## config.mk

```make
export PLATFORM = sky130hd
export DESIGN_NAME = udcnt_param_flat
export DESIGN_NICKNAME = d
export VERILOG_FILES = /design/src/rtl/udcnt_pkg.sv /design/src/rtl/udcnt_param_if.sv /design/src/rtl/udcnt_prescaler.sv /design/src/rtl/udcnt_param.sv /design/src/flat_wrapper.sv
export SDC_FILE = /design/constraint.sdc
export NUM_CORES = 1
export LEC_CHECK = 0
export ABC_AREA = 1
export BUFFER_PORTS_ARGS = -buffer_cell sky130_fd_sc_hd__buf_2
export CAP_MARGIN = 20
export CORE_AREA = 4 4 47 49
export CTS_BUF_LIST = sky130_fd_sc_hd__clkbuf_16
export DETAILED_ROUTE_END_ITERATION = 16
export DIE_AREA = 0 0 51 53
export PLACE_DENSITY = 0.79
export SLEW_MARGIN = 20
export SYNTH_ARGS = -nofsm -noshare
export SYNTH_HDL_FRONTEND = slang
export SYNTH_SLANG_ARGS = --single-unit
```

## constraint.sdc

```tcl
create_clock -name clk -period 4.8 [get_ports clk]
set_clock_uncertainty 0.2 [all_clocks]
set_input_delay 0.48 -clock clk [delete_from_list [all_inputs] [get_ports clk]]
set_output_delay 0.48 -clock clk [all_outputs]
set_load 0.03 [all_outputs]
```

## src/rtl/udcnt_pkg.sv

```systemverilog
// Shared constants and next-count function for the parametrised up/down counter.
// Arithmetic is carried in a 33-bit extended type, which covers WIDTH+1 for widths up to 32.
package udcnt_pkg;

  localparam logic DIR_UP    = 1'b1;
  localparam logic DIR_DOWN  = 1'b0;
  localparam logic MODE_WRAP = 1'b0;
  localparam logic MODE_SAT  = 1'b1;

  localparam int CNT_EXT_W = 33;

  typedef logic [CNT_EXT_W-1:0] cnt_ext_t;

  typedef struct packed {
    logic     bnd;
    cnt_ext_t nxt;
  } step_t;

  function automatic step_t udcnt_step(input cnt_ext_t cnt, input logic ud,
                                       input logic sat, input cnt_ext_t mod_max);
    step_t s;
    s.bnd = 1'b0;
    s.nxt = cnt;
    if (ud == DIR_UP) begin
      if (cnt >= mod_max) begin
        s.bnd = 1'b1;
        s.nxt = (sat == MODE_SAT) ? mod_max : '0;
      end else begin
        s.nxt = cnt + cnt_ext_t'(1);
      end
    end else begin
      if (cnt == '0) begin
        s.bnd = 1'b1;
        s.nxt = (sat == MODE_SAT) ? '0 : mod_max;
      end else begin
        s.nxt = cnt - cnt_ext_t'(1);
      end
    end
    return s;
  endfunction

endpackage

```

## src/rtl/udcnt_param_if.sv

```systemverilog
// Control/status bundle of the up/down counter.
// The prescale field exists only when UDCNT_PRESCALE_EN is defined.
interface udcnt_param_if #(
  parameter int WIDTH      = 8,
  parameter int PRESCALE_W = 4
);
  logic             en;
  logic             ud;
  logic             sat;
  logic             load;
  logic [WIDTH-1:0] load_val;
  logic             ovf_clr;
`ifdef UDCNT_PRESCALE_EN
  logic [PRESCALE_W-1:0] prescale;
`endif
  logic [WIDTH-1:0] count;
  logic             tc;
  logic             ovf;

`ifdef UDCNT_PRESCALE_EN
  modport master (output en, ud, sat, load, load_val, ovf_clr, prescale,
                  input  count, tc, ovf);
  modport slave  (input  en, ud, sat, load, load_val, ovf_clr, prescale,
                  output count, tc, ovf);
`else
  modport master (output en, ud, sat, load, load_val, ovf_clr,
                  input  count, tc, ovf);
  modport slave  (input  en, ud, sat, load, load_val, ovf_clr,
                  output count, tc, ovf);
`endif

endinterface

```

## src/rtl/udcnt_prescaler.sv

```systemverilog
// Tick divider: tick fires on every (prescale+1)-th enabled cycle.
// Used by udcnt_param only when UDCNT_PRESCALE_EN is defined.
module udcnt_prescaler #(
  parameter int PRESCALE_W = 4
) (
  input  logic                  clk,
  input  logic                  rst,
  input  logic                  en,
  input  logic                  restart,
  input  logic [PRESCALE_W-1:0] prescale,
  output logic                  tick
);

  logic [PRESCALE_W-1:0] r_phase;
  logic                  w_wrap;

  // >= rather than == so a divisor lowered mid-phase still wraps promptly
  assign w_wrap = (r_phase >= prescale);
  assign tick   = en && w_wrap;

  always_ff @(posedge clk) begin
    if (rst || restart) begin
      r_phase <= '0;
    end else if (en) begin
      r_phase <= w_wrap ? '0 : r_phase + PRESCALE_W'(1);
    end
  end

endmodule

```

## src/rtl/udcnt_param.sv

```systemverilog
// Parametrised up/down counter with load, wrap/saturate, terminal-count pulse and sticky overflow.
// Optional tick prescaler enabled by defining UDCNT_PRESCALE_EN.
module udcnt_param
  import udcnt_pkg::*;
#(
  parameter int              WIDTH      = 8,
  parameter longint unsigned MOD_MAX    = (64'd1 << WIDTH) - 64'd1,
  parameter int              PRESCALE_W = 4
) (
  input  logic          clk,
  input  logic          rst,
  udcnt_param_if.slave  bus
);

  localparam cnt_ext_t             MAX_EXT = cnt_ext_t'(MOD_MAX);
  localparam logic [WIDTH-1:0]     MAX_W   = WIDTH'(MOD_MAX);

  logic [WIDTH-1:0] r_count;
  logic             r_tc;
  logic             r_ovf;
  logic             w_tick;
  logic             w_bnd_step;
  logic [WIDTH-1:0] w_step_cnt;
  logic [WIDTH-1:0] w_load_cnt;
  step_t            w_step;

`ifdef UDCNT_PRESCALE_EN
  udcnt_prescaler #(
    .PRESCALE_W (PRESCALE_W)
  ) u_prescaler (
    .clk      (clk),
    .rst      (rst),
    .en       (bus.en),
    .restart  (bus.load),
    .prescale (bus.prescale),
    .tick     (w_tick)
  );
`else
  assign w_tick = bus.en;
`endif

  assign w_step     = udcnt_step(cnt_ext_t'(r_count), bus.ud, bus.sat, MAX_EXT);
  assign w_step_cnt = WIDTH'(w_step.nxt);
  assign w_bnd_step = !bus.load && w_tick && w_step.bnd;
  // Out-of-range load values clamp so count can never leave 0..MOD_MAX
  assign w_load_cnt = (cnt_ext_t'(bus.load_val) > MAX_EXT) ? MAX_W : bus.load_val;

  always_ff @(posedge clk) begin
    if (rst) begin
      r_count <= '0;
      r_tc    <= 1'b0;
      r_ovf   <= 1'b0;
    end else begin
      if (bus.load) begin
        r_count <= w_load_cnt;
      end else if (w_tick) begin
        r_count <= w_step_cnt;
      end
      r_tc <= w_bnd_step;
      // A boundary step in the same cycle as ovf_clr keeps the flag set
      if (w_bnd_step) begin
        r_ovf <= 1'b1;
      end else if (bus.ovf_clr) begin
        r_ovf <= 1'b0;
      end
    end
  end

  assign bus.count = r_count;
  assign bus.tc    = r_tc;
  assign bus.ovf   = r_ovf;

endmodule

```

## src/flat_wrapper.sv

```systemverilog
// flat-port wrapper written by rule: the top's interface ports become plain ports
module udcnt_param_flat import udcnt_pkg::*;
#(
  parameter int              WIDTH      = 8,
  parameter longint unsigned MOD_MAX    = (64'd1 << WIDTH) - 64'd1,
  parameter int              PRESCALE_W = 4
)
  (clk, rst, bus_en, bus_ud, bus_sat, bus_load, bus_load_val, bus_ovf_clr, bus_count, bus_tc, bus_ovf);
  udcnt_param_if #(.WIDTH(WIDTH), .PRESCALE_W(PRESCALE_W)) bus_i ();
  input  logic clk;
  input  logic rst;
  input wire logic [$bits(bus_i.en)-1:0] bus_en;
  input wire logic [$bits(bus_i.ud)-1:0] bus_ud;
  input wire logic [$bits(bus_i.sat)-1:0] bus_sat;
  input wire logic [$bits(bus_i.load)-1:0] bus_load;
  input wire logic [$bits(bus_i.load_val)-1:0] bus_load_val;
  input wire logic [$bits(bus_i.ovf_clr)-1:0] bus_ovf_clr;
  output wire logic [$bits(bus_i.count)-1:0] bus_count;
  output wire logic [$bits(bus_i.tc)-1:0] bus_tc;
  output wire logic [$bits(bus_i.ovf)-1:0] bus_ovf;
  assign bus_i.en = bus_en;
  assign bus_i.ud = bus_ud;
  assign bus_i.sat = bus_sat;
  assign bus_i.load = bus_load;
  assign bus_i.load_val = bus_load_val;
  assign bus_i.ovf_clr = bus_ovf_clr;
  assign bus_count = bus_i.count;
  assign bus_tc = bus_i.tc;
  assign bus_ovf = bus_i.ovf;
  udcnt_param #(.WIDTH(WIDTH), .MOD_MAX(MOD_MAX), .PRESCALE_W(PRESCALE_W)) u_core (.clk(clk), .rst(rst), .bus(bus_i));
endmodule
```

; Word-level counts from Yosys, hierarchy flattened
; Index checks and enable logic that the tools add are counted.
[classes]
addsub = 2
magnitude_cmp = 1
n_mux = 11
reduce_logical = 6
[op_table]
columns = cell, count
row1 = $mux W34, 1
row2 = $mux W33, 1
row3 = $mux W8, 4
row4 = $add A8 B1 Y9 const B, 1
row5 = $mux W9, 1
row6 = $sub A8 B1 Y9 const B, 1
row7 = $ge A8 B8 Y1 const B, 1
row8 = $logic_not A8 Y1, 1
row9 = $mux W1, 4
row10 = $reduce_bool A2 Y1, 2
row11 = $logic_and A1 B1 Y1, 2
row12 = $logic_not A1 Y1, 1
[totals]
reg_bits = 10
in_bits = 15
wordCells = 23

; Logic depth before layout (Yosys ltp)
; Gate-level depths: netlist of run 1.
[logic_depth]
word_depth = 5
depth_mapped = 10

; Worst setup path before layout of run 1
; No wires, ideal clock.
[synth_path]
path_type = register to register
start = register u_core.r_count[0], in the netlist u_core.bus.count[0]
end = register u_core.r_count[6], in the netlist u_core.bus.count[6]
setup_time_ps = 70
arrival_time_ps = 1492
t_required_ps = 4530
path_slack_ps = 3038
path_stages_with_launch = 10
path_buffers = 0
synth_period_minus_slack_ps = 1762
cell_sequence = dfxtp_1 > inv_1 > ha_1 > nand3_1 > nor2_2 > nor2_4 > nand3_1 > nand3_1 > nand2_1 > a21oi_2
[synth_via]
elab_chain_cells = 5
word_cells_on_any_way = 9
cone_classes = add/sub: 2 / order compare: 1 / mux: 5 / reduce/logical: 1
[synth_rtl]
columns = element, line
row1 = from (decl), udcnt_param.sv:18  ; logic [WIDTH-1:0] r_count;
row2 = from (signal assigned), udcnt_param.sv:55  ; r_count <= w_load_cnt;
row3 = from (signal assigned), udcnt_param.sv:57  ; r_count <= w_step_cnt;
row4 = $sub A8 B1 Y9 (tied with other cells), udcnt_pkg.sv:36  ; s.nxt = cnt - cnt_ext_t'(1);
row5 = $mux W33 / $mux W9 (equally long branches), "udcnt_pkg.sv:32, udcnt_pkg.sv:25"
row6 = $mux W34 *, udcnt_pkg.sv:24  ; if (ud == DIR_UP) begin
row7 = $mux W8 *, udcnt_param.sv:56  ; end else if (w_tick) begin
row8 = $mux W8 *, udcnt_param.sv:54  ; if (bus.load) begin
; Every way passes the cells marked *; elsewhere a longest branch is shown, timed or not. The select of a mux whose other input is x is not followed.
; A chain may end at the register's enable or synchronous reset.

; Final worst setup path of run 1
; Ends and elaborated chain as after synthesis.

==> impl_metrics.toml, run 1 <==
[outcome]
status = "finished clean"

[clocking]
cts_tree = "built"
cts_buffer_depth = 2
clk_pin_slew_worst_paths_ns = 0.04
post_cts_resized = 0
post_cts_buffers = 0
cts_root_buf = "clkbuf_16"
numCtsBuffers = 3
cts.sinks = 10
clk_latency_ns = 0.23
h-tree-depth = 1
cts_hold_buf = 0

[critical_path]
arrival_ns = 1.77
crit_path_start_kind = "register"
regToRegSetupSlack_ns = 2.99
rr_worst_depth = 9
critPathMaxFanout = 7
required_ns = 4.77
path_class = "register to register"
end_kind = "register"

[routing]
totalWireLength_mm = 2.43
routed_via_density = 5.14
vias = 1064
antenna_left = 0
post_drt_wl_per_cell_um = 11.7
first_pass_iters = 5
drc = 0
first_iter_violations = 36

[floorplanning]
core-area_um2 = 1860
io-pin-count = 25
die-area_um2 = 2700
num_rows = 16
die_w_um = 51
die_h_um = 53
start_util_pct = 50.7

[synthesis]
synth_edf_count = 0
ys_async_sr_fraction_pct = 0
avgSynthCellArea_um2 = 6.01
yosysMostFrequentCell = "nand2_1"
syn-instance-count = 157
synth_warnings = 0
yosysUniqueCellTypes = 27
yosysTopAreaCellShare_pct = 21.2
synthFlopType = "dfxtp_1"
yosysSeqAreaShare_pct = 21.2
synth_nets = 175
ys_seq_elements = 10
synth_area_um2 = 943
synth_common_cells = "nand2_1 (41), nor2_1 (20), inv_1 (19)"
synth_area_leaders = "dfxtp_1 (21%), nand2_1 (16%), nand3_1 (9.0%)"
synth_area_leader_cell = "dfxtp_1"

[timing]
hold_viol = 0
clock.fmax_ghz = 0.553
period_needed_ns = 1.81
slew_violations = 0
worstMarginPinSlew_ns = 0.449
rsz0062_at_grt = "no"
period_share_pct = 37.7
fin_worst_hold_slack_ns = 0.276
slew_headroom_pct = 70.0
tns_ns = 0
setup_violations = 0

[finish]
fillers = 173
antenna_cells = 0
multiInputGateArea_um2 = 632
layout-drive-gt1-share_pct = 26.7
seq_area_um2 = 200
final_util_pct = 61.8
nNetsFinal = 200
syn2layout_area_growth_pct = 22.0

[placed_design]
place.gp.congestion = 0.866
port_buffers = 24
dp_hpwl_mm = 1.91

[global_route]
grt_overflow = 0
grt_max_degree = 11
grtUsageTotal_pct = 19.3
grt_pass1_wl_mm = 3.98
antenna_found_initial = 0
grt_pass1_vias = 903

[pwr]
ir_drop_uv = 246
p_leak_uw = 0.000622
p_per_area_nw_per_um2 = 300
power_uw = 346

[min_path]
worstHoldPathCells = 2
hp-class = "register to register"

[job]
maxCapViolCount = 0
[cell type report]
class | count | area share [%]
timing repair buffer | 24 | 10.4
tap | 27 | 2.93
clock buffer | 3 | 6.52
sequential | 10 | 17.4
inverter | 24 | 7.83
multi-input combinational | 119 | 54.9
[routing by layer]
layer  up-vias  GRT usage [%]  share of wire (%)
met5         -              0                  0
met1       475           24.9                 44
met4         0           6.28                1.1
met3         4           4.23                5.9
met2        37           31.5                 49
li1        548              -                  -
[power by group]
group | leakage [uW] | switching, uW | internal (uW)
registers | 0.0000825 | 11.7 | 89.5
clock network | 0.0000370 | 35.1 | 108
logic | 0.000502 | 65.4 | 36.6
total | 0.000622 | 112 | 234
[path summary, 6_finish.rpt]
| check | from | endpoint |
|---|---|---|
| worst max-delay path | u_core.bus.count[0] | u_core.bus.count[6] |
| worst min-delay path | u_core.bus.ovf | u_core.bus.ovf |
| worst max register to register | u_core.bus.count[0] | u_core.bus.count[6] |
| worst min register to register | u_core.bus.ovf | u_core.bus.ovf |
[cell families after synthesis]
kind of cell | Yosys count | share of synthesized area (%)
compound gates | 23 | 16.6
xor+xnor | 4 | 3.71
fa+ha+maj | 3 | 3.98
buf+inv | 28 | 11.8
flops | 10 | 21.2
simple gates | 89 | 42.7
[through the flow]
stage | instance area, um2 | instances | worst slack [ns]
CTS | 1150 | 207 | 3.01
global route | 1150 | 207 | 2.90
finish | 1150 | 207 | 2.99
detailed placement | 1080 | 204 | 3.04
global placement | 1080 | 204 | 3.06
floorplan | 943 | 157 | 3.04
[worst max-delay path, cell delays in order, from the launching register on]
cell and delay (ns):
dfxtp_1 0.42, inv_1 0.13, ha_1 0.23, nand3_1 0.10, nor2_2 0.07, nor2_4 0.19, nand3_1 0.10, nand3_1 0.10
nand2_1 0.07, a21oi_2 0.13
[flip-flops by register name, indices dropped and copies added, names as in the netlist]
name,count
u_core.bus.ovf,1
u_core.bus.count,8
u_core.bus.tc,1
[layout by cell type, fill, tap and decap left out]
cell,count
a21oi_1,2
a21oi_2,6
a22oi_1,6
buf_2,24
clkbuf_16,3
clkinv_1,1
dfxtp_1,10
ha_1,3
inv_1,19
inv_2,4
nand2_1,41
nand2_2,2
nand2_4,1
nand3_1,17
nand4_2,1
nor2_1,20
nor2_2,2
nor2_4,2
nor3_1,1
o21ai_0,5
o21ai_1,3
o21ai_2,1
or2_2,2
xnor2_1,1
xor2_1,3
Note: power is estimated with default switching activity, not from simulation.
==> run 2, diff against run 1 <==
--- a/config.mk
+++ b/config.mk
@@ -8,11 +8,11 @@
 export ABC_AREA = 1
 export BUFFER_PORTS_ARGS = -buffer_cell sky130_fd_sc_hd__buf_2
 export CAP_MARGIN = 20
-export CORE_AREA = 4 4 47 49
+export CORE_AREA = 4 4 51 53
 export CTS_BUF_LIST = sky130_fd_sc_hd__clkbuf_16
 export DETAILED_ROUTE_END_ITERATION = 16
-export DIE_AREA = 0 0 51 53
-export PLACE_DENSITY = 0.79
+export DIE_AREA = 0 0 55 57
+export PLACE_DENSITY = 0.71
 export SLEW_MARGIN = 20
 export SYNTH_ARGS = -nofsm -noshare
 export SYNTH_HDL_FRONTEND = slang
==> constraint.sdc (replaced) <==
create_clock -name clk -period 1.6 [get_ports clk]
set_clock_uncertainty 0.2 [all_clocks]
set_input_delay 0.16 -clock clk [delete_from_list [all_inputs] [get_ports clk]]
set_output_delay 0.16 -clock clk [all_outputs]
set_load 0.03 [all_outputs]
==> impl_metrics.toml, run 2 (synthesis gave the netlist of run 1 again) <==
[placed_design]
dpl-instance-area_um2 = 1120
dp_hpwl_mm = 2.07
place.gp.congestion = 0.831
preCtsSetupSlack_ns = -0.0980
port_buffers = 24

[finish]
layout_commonest_cell = "nand2_1"
design_area_um2 = 1370
final_util_pct = 63.6
largest_register_ffs = 8
layout-drive-gt1-share_pct = 44.9
multiInputGateArea_um2 = 757
fillers = 179
syn2layout_area_growth_pct = 44.8
antenna_cells = 0
layout.cells.most_common_list = "nand2_1 (37), buf_2 (24), nor2_1 (20)"
seq_area_um2 = 224
nNetsFinal = 207

[timing]
period_share_pct = 99.7
setup_violations = 0
clock.fmax_ghz = 0.627
slew_headroom_pct = 70.2
rsz0062_at_grt = "yes"
hold_viol = 0
worstMarginPinSlew_ns = 0.445
tns_ns = 0
period_needed_ns = 1.60
slew_violations = 0
setup_ws_ns = 0.00495

[critical_path]
path_class = "register to register"
arrival_ns = 1.56
end_kind = "register"
regToRegSetupSlack_ns = 0.005
slowest_delay_ns = 0.38
path_cells = "inv_4 -> ha_4 -> nand3_2 -> nor2_4 -> nor2_4 -> nand2_1 -> nand3_1 -> nand2_1 -> a21oi_2"
cp_slowest_cell = "dfxtp_4"
crit_buf_inv = 1
crit_path_start_kind = "register"
crit_family = "simple AND/OR/NAND/NOR gates"
required_ns = 1.56
critPathMaxFanout = 7

[floorplanning]
die_w_um = 55
core-area_um2 = 2150
start_util_pct = 43.9
die_h_um = 57
die-area_um2 = 3140
io-pin-count = 25
num_rows = 17

[routing]
vias = 1120
totalWireLength_mm = 2.76
routed_via_density = 5.21
drc = 0
first_pass_iters = 4
antenna_left = 0
first_iter_violations = 42
post_drt_wl_per_cell_um = 12.9

[job]
maxCapViolCount = 0

[global_route]
grt_overflow = 0
antenna_found_initial = 0
grt_pass1_wl_mm = 4.26
grt_pass1_vias = 1003
grt_max_degree = 11
grtUsageTotal_pct = 18.1

[pwr]
p_per_area_nw_per_um2 = 816
ir_drop_uv = 994
p_leak_uw = 0.000703
power_uw = 1110

[outcome]
status = "finished clean"

[clocking]
numCtsBuffers = 3
cts_root_buf = "clkbuf_16"
clk_latency_ns = 0.23
cts_buffer_depth = 2
h-tree-depth = 1
cts.sinks = 10
clk_pin_slew_worst_paths_ns = 0.04
cts_tree = "built"

[min_path]
hp-class = "input port to register"
-- run 2: cell count changes in the layout (fill, tap and decap cells not counted), moves of 3 or more --
| cell | before | now |
|---|---|---|
| buf_4 | 0 | 6 |
| dfxtp_1 | 10 | 3 |
| dfxtp_4 | 0 | 6 |
| ha_1 | 3 | 0 |
| ha_4 | 0 | 3 |
| inv_1 | 19 | 16 |
| nand2_1 | 41 | 37 |
| nand2_2 | 2 | 5 |
| nand3_1 | 17 | 9 |
| nand3_2 | 0 | 8 |
| o21ai_1 | 3 | 0 |
| o21ai_2 | 1 | 4 |
-- run 2: final timing paths --
| kind | from | end | cells past startpoint |
|---|---|---|---|
| max reg2reg | u_core.bus.count[1] | u_core.bus.count[4] | 9 |
| max | u_core.bus.count[1] | u_core.bus.count[4] | 9 |
| min reg2reg | u_core.bus.ovf | u_core.bus.ovf | 2 |
| min | bus_load_val[6] | u_core.bus.count[6] | 3 |
-- run 2: repair_timing --
item,in CTS,in global routing
pin swaps,4,8
setup endpoints to repair,8,10
resized for setup,8,30
hold endpoints to repair,1,0
hold buffers,1,0
gates cloned,0,0
setup buffers,0,2
-- run 2: worst register-to-register path, stage by stage, from the launching register on --
cell	delay (ns)
dfxtp_4	0.38
inv_4	0.06
ha_4	0.16
nand3_2	0.08
nor2_4	0.05
nor2_4	0.20
nand2_1	0.10
nand3_1	0.10
nand2_1	0.07
a21oi_2	0.13
-- run 2: where the power goes --
group,internal [uW],total [uW],switching (uW)
Combinational,145,374,229
Clock,324,433,110
Sequential,269,307,38.8
-- run 2: metal layers --
| layer | vias up | global-route usage, % | wire [um] |
|---|---|---|---|
| met1 | 504 | 23.5 | 1090 |
| met3 | 10 | 4.96 | 201 |
| met2 | 44 | 28.5 | 1390 |
| li1 | 562 | - | - |
| met5 | - | 0 | 0 |
| met4 | 0 | 5.90 | 79 |
-- run 2: layout make-up --
class | count | area share, %
multi-input combinational | 119 | 55.4
sequential | 10 | 16.4
timing repair buffer | 31 | 12.8
inverter | 24 | 7.33
clock buffer | 3 | 5.49
tap | 28 | 2.56
-- run 2: per-stage QoR --
step,hold slack [ns],std cells
floorplan,0.136,157
global placement,0.231,209
detailed placement,0.237,209
CTS,0.0406,213
global route,0.0456,215
finish,0.0287,215
==> run 3, diff against run 2 <==
--- a/config.mk
+++ b/config.mk
@@ -8,12 +8,14 @@
 export ABC_AREA = 1
 export BUFFER_PORTS_ARGS = -buffer_cell sky130_fd_sc_hd__buf_2
 export CAP_MARGIN = 20
-export CORE_AREA = 4 4 51 53
+export CORE_AREA = 4 4 50 52
 export CTS_BUF_LIST = sky130_fd_sc_hd__clkbuf_16
+export CTS_CLUSTER_SIZE = 28
 export DETAILED_ROUTE_END_ITERATION = 16
-export DIE_AREA = 0 0 55 57
+export DIE_AREA = 0 0 54 56
 export PLACE_DENSITY = 0.71
 export SLEW_MARGIN = 20
 export SYNTH_ARGS = -nofsm -noshare
 export SYNTH_HDL_FRONTEND = slang
+export SYNTH_HIERARCHICAL = 1
 export SYNTH_SLANG_ARGS = --single-unit
==> impl_metrics.toml, run 3 <==
[synthesis]
synth_area_leaders = "dfxtp_1 (22%), nand2_1 (15%), nand3_1 (12%)"
yosysUniqueCellTypes = 24
synth_area_um2 = 896
yosysTopAreaCellShare_pct = 22.3
synth_nets = 165
synth_area_leader_cell = "dfxtp_1"
synth_common_cells = "nand2_1 (35), nand3_1 (22), inv_1 (16)"
ys_async_sr_fraction_pct = 0
ys_seq_elements = 10
synthFlopType = "dfxtp_1"
synth_warnings = 6
synth_edf_count = 0
syn-instance-count = 147
avgSynthCellArea_um2 = 6.09
yosysMostFrequentCell = "nand2_1"
yosysSeqAreaShare_pct = 22.3

[finish]
layout.cells.most_common_list = "nand2_1 (33), buf_2 (24), nand3_1 (21)"
design_area_um2 = 1330
final_util_pct = 63.1
nNetsFinal = 205
layout_commonest_cell = "nand2_1"
syn2layout_area_growth_pct = 48.3
largest_register_ffs = 8
layout-drive-gt1-share_pct = 39.8
antenna_cells = 0
fillers = 184

[placed_design]
place.gp.congestion = 0.945
port_buffers = 24
dp_hpwl_mm = 2.19
dpl-instance-area_um2 = 1130

[timing]
period_share_pct = 101
setup_violations = 4
hold_viol = 0
slew_violations = 0
fin_worst_hold_slack_ns = 0.0182
slew_headroom_pct = 65.6
clock.fmax_ghz = 0.617
rsz0062_at_grt = "yes"
worstMarginPinSlew_ns = 0.515
setup_ws_ns = -0.0211
period_needed_ns = 1.62

[global_route]
grt_pass1_vias = 1093
grt_overflow = 0
antenna_found_initial = 0
grt_max_degree = 12
grt_pass1_wl_mm = 4.44
grtUsageTotal_pct = 19.5

[pwr]
clkPwrFrac_pct = 39.3
switchingPower_uw = 363
pwr-share-comb_pct = 33.6
seqPwrFrac_pct = 27.2
p_leak_uw = 0.000632
ir_drop_uv = 1280
p_int_uw = 745
p_per_area_nw_per_um2 = 834
swShare_pct = 32.8

[routing]
drc = 0
highest_layer = "met4"
first_pass_iters = 4
routed_via_density = 5.53
first_iter_violations = 40
vias = 1184
wl_met3_um = 252
wl_met2_mm = 1.58
wl_met1_mm = 1.12
post_drt_wl_per_cell_um = 14.0
totalWireLength_mm = 3.01
antenna_left = 0

[clocking]
clk_latency_ns = 0.24
h-tree-depth = 1
cts_tree = "built"
cts_root_buf = "clkbuf_16"
cts.sinks = 10
cts_buffer_depth = 2
numCtsBuffers = 3
clk_pin_slew_worst_paths_ns = 0.04

[critical_path]
required_ns = 1.56
worstReg2RegStart = "u_core/bus.count[1]"
r2r-end = "u_core/bus.count[6]"
cp_slowest_cell = "dfxtp_4"
critPathLaunch = "u_core/bus.count[1]"
path_common_cell = "nand3_1"
crit_path_start_kind = "register"
rr_worst_depth = 9
regToRegSetupSlack_ns = -0.02
end_kind = "register"
slowest_delay_ns = 0.37
path_class = "register to register"
arrival_ns = 1.58
critPathMaxFanout = 6
path_cells = "ha_4 -> nand2_4 -> nor2_4 -> nand3_2 -> nand2_2 -> inv_4 -> nand3_1 -> nand3_1 -> a21oi_1"
crit_end = "u_core/bus.count[6]"

[min_path]
hp-class = "input port to register"

[floorplanning]
die_w_um = 54
die_h_um = 56
core-area_um2 = 2110
num_rows = 17
die-area_um2 = 3020
io-pin-count = 25
start_util_pct = 42.5

[outcome]
status = "complete, but fails checks"
violations = "negative setup slack"

[job]
maxCapViolCount = 0
==> run 3: cell types whose count changed in the layout (fill, tap and decap cells not counted), sizes merged, moves of 2 or more <==
cell   delta
nand3     +6
a22oi     +2
buf       +8
or2       -2
nand2     -7
nor2      -6
inv       -3
==> run 3: power groups by stage <==
stage / Combinational, uW / Clock [uW] / Sequential [uW]
final: 372 / 435 / 301
after global routing: 407 / 464 / 305
after CTS: 337 / 441 / 297
after detailed placement: 320 / 0 / 300
after global placement: 315 / 0 / 300
after floorplan: 188 / 0 / 325
==> run 3: cell families after synthesis <==
| family | Yosys count | synth area share [%] |
|---|---|---|
| and+or+nand+nor | 81 | 41.5 |
| AOI/OAI and AO/OA | 27 | 18.2 |
| buffers and inverters | 23 | 10.9 |
| DFF | 10 | 22.3 |
| xor gates and xnor gates | 3 | 2.93 |
| adders and majority gates | 3 | 4.19 |
==> run 3: how the worst min path moves through the flow <==
stage,depth (start not counted),from,slack [ns],endpoint
floorplan,1,bus_ovf_clr,0.08,u_core/bus.ovf
global placement,2,bus_ovf_clr,0.17,u_core/bus.ovf
detailed placement,2,bus_ovf_clr,0.17,u_core/bus.ovf
CTS,2,rst,0.01,u_core/bus.count[1]
global route,2,rst,0.03,u_core/bus.count[1]
finish,2,rst,0.02,u_core/bus.count[1]
==> run 3: worst max-delay path: cells and delay by family, from the launching register on <==
family                   cells  cell delay, ns
flip-flops                   1            0.37
buffers and inverters        1            0.06
AO/OA/AOI/OAI                1            0.14
AND/OR/NAND/NOR              6            0.60
adder cells (fa/ha/maj)      1            0.16
==> run 3: metrics by stage <==
stage / std cells / setup TNS [ns] / setup WS, ns / total power [uW]
final: 214 / -0.0514 / -0.0211 / 1110
after global routing: 214 / -0.962 / -0.144 / 1180
after global placement: 207 / -0.0437 / -0.0286 / 615
after detailed placement: 207 / -0.140 / -0.0916 / 620
after CTS: 213 / -0.0414 / -0.0173 / 1080
after floorplan: 147 / 0 / 0.00959 / 513
==> run 3: area by class of cell <==
class	count	area, um2	share of cell area (%)
repair buffers	39	243	18.3
multi-input cells	114	687	51.7
flip-flops and latches	10	211	15.9
clock inverters	1	3.75	0.282
clock buffers	3	75.1	5.65
well taps	28	35.0	2.64
inverters	19	73.8	5.56
==> run 3: metal layers <==
metal	vias up	track usage (%)
li1	573	-
met1	544	22.4
met4	0	6.41
met3	6	6.97
met2	61	32.4
met5	-	0
==> run 3: what timing repair did <==
item / CTS / global route
setup endpoints to repair: 6 / 10
endpoints found under the hold margin: 1 / 0
resized for setup: 7 / 21
hold buffers: 1 / 0
pin swaps: 3 / 13
buffers inserted: 1 / 1
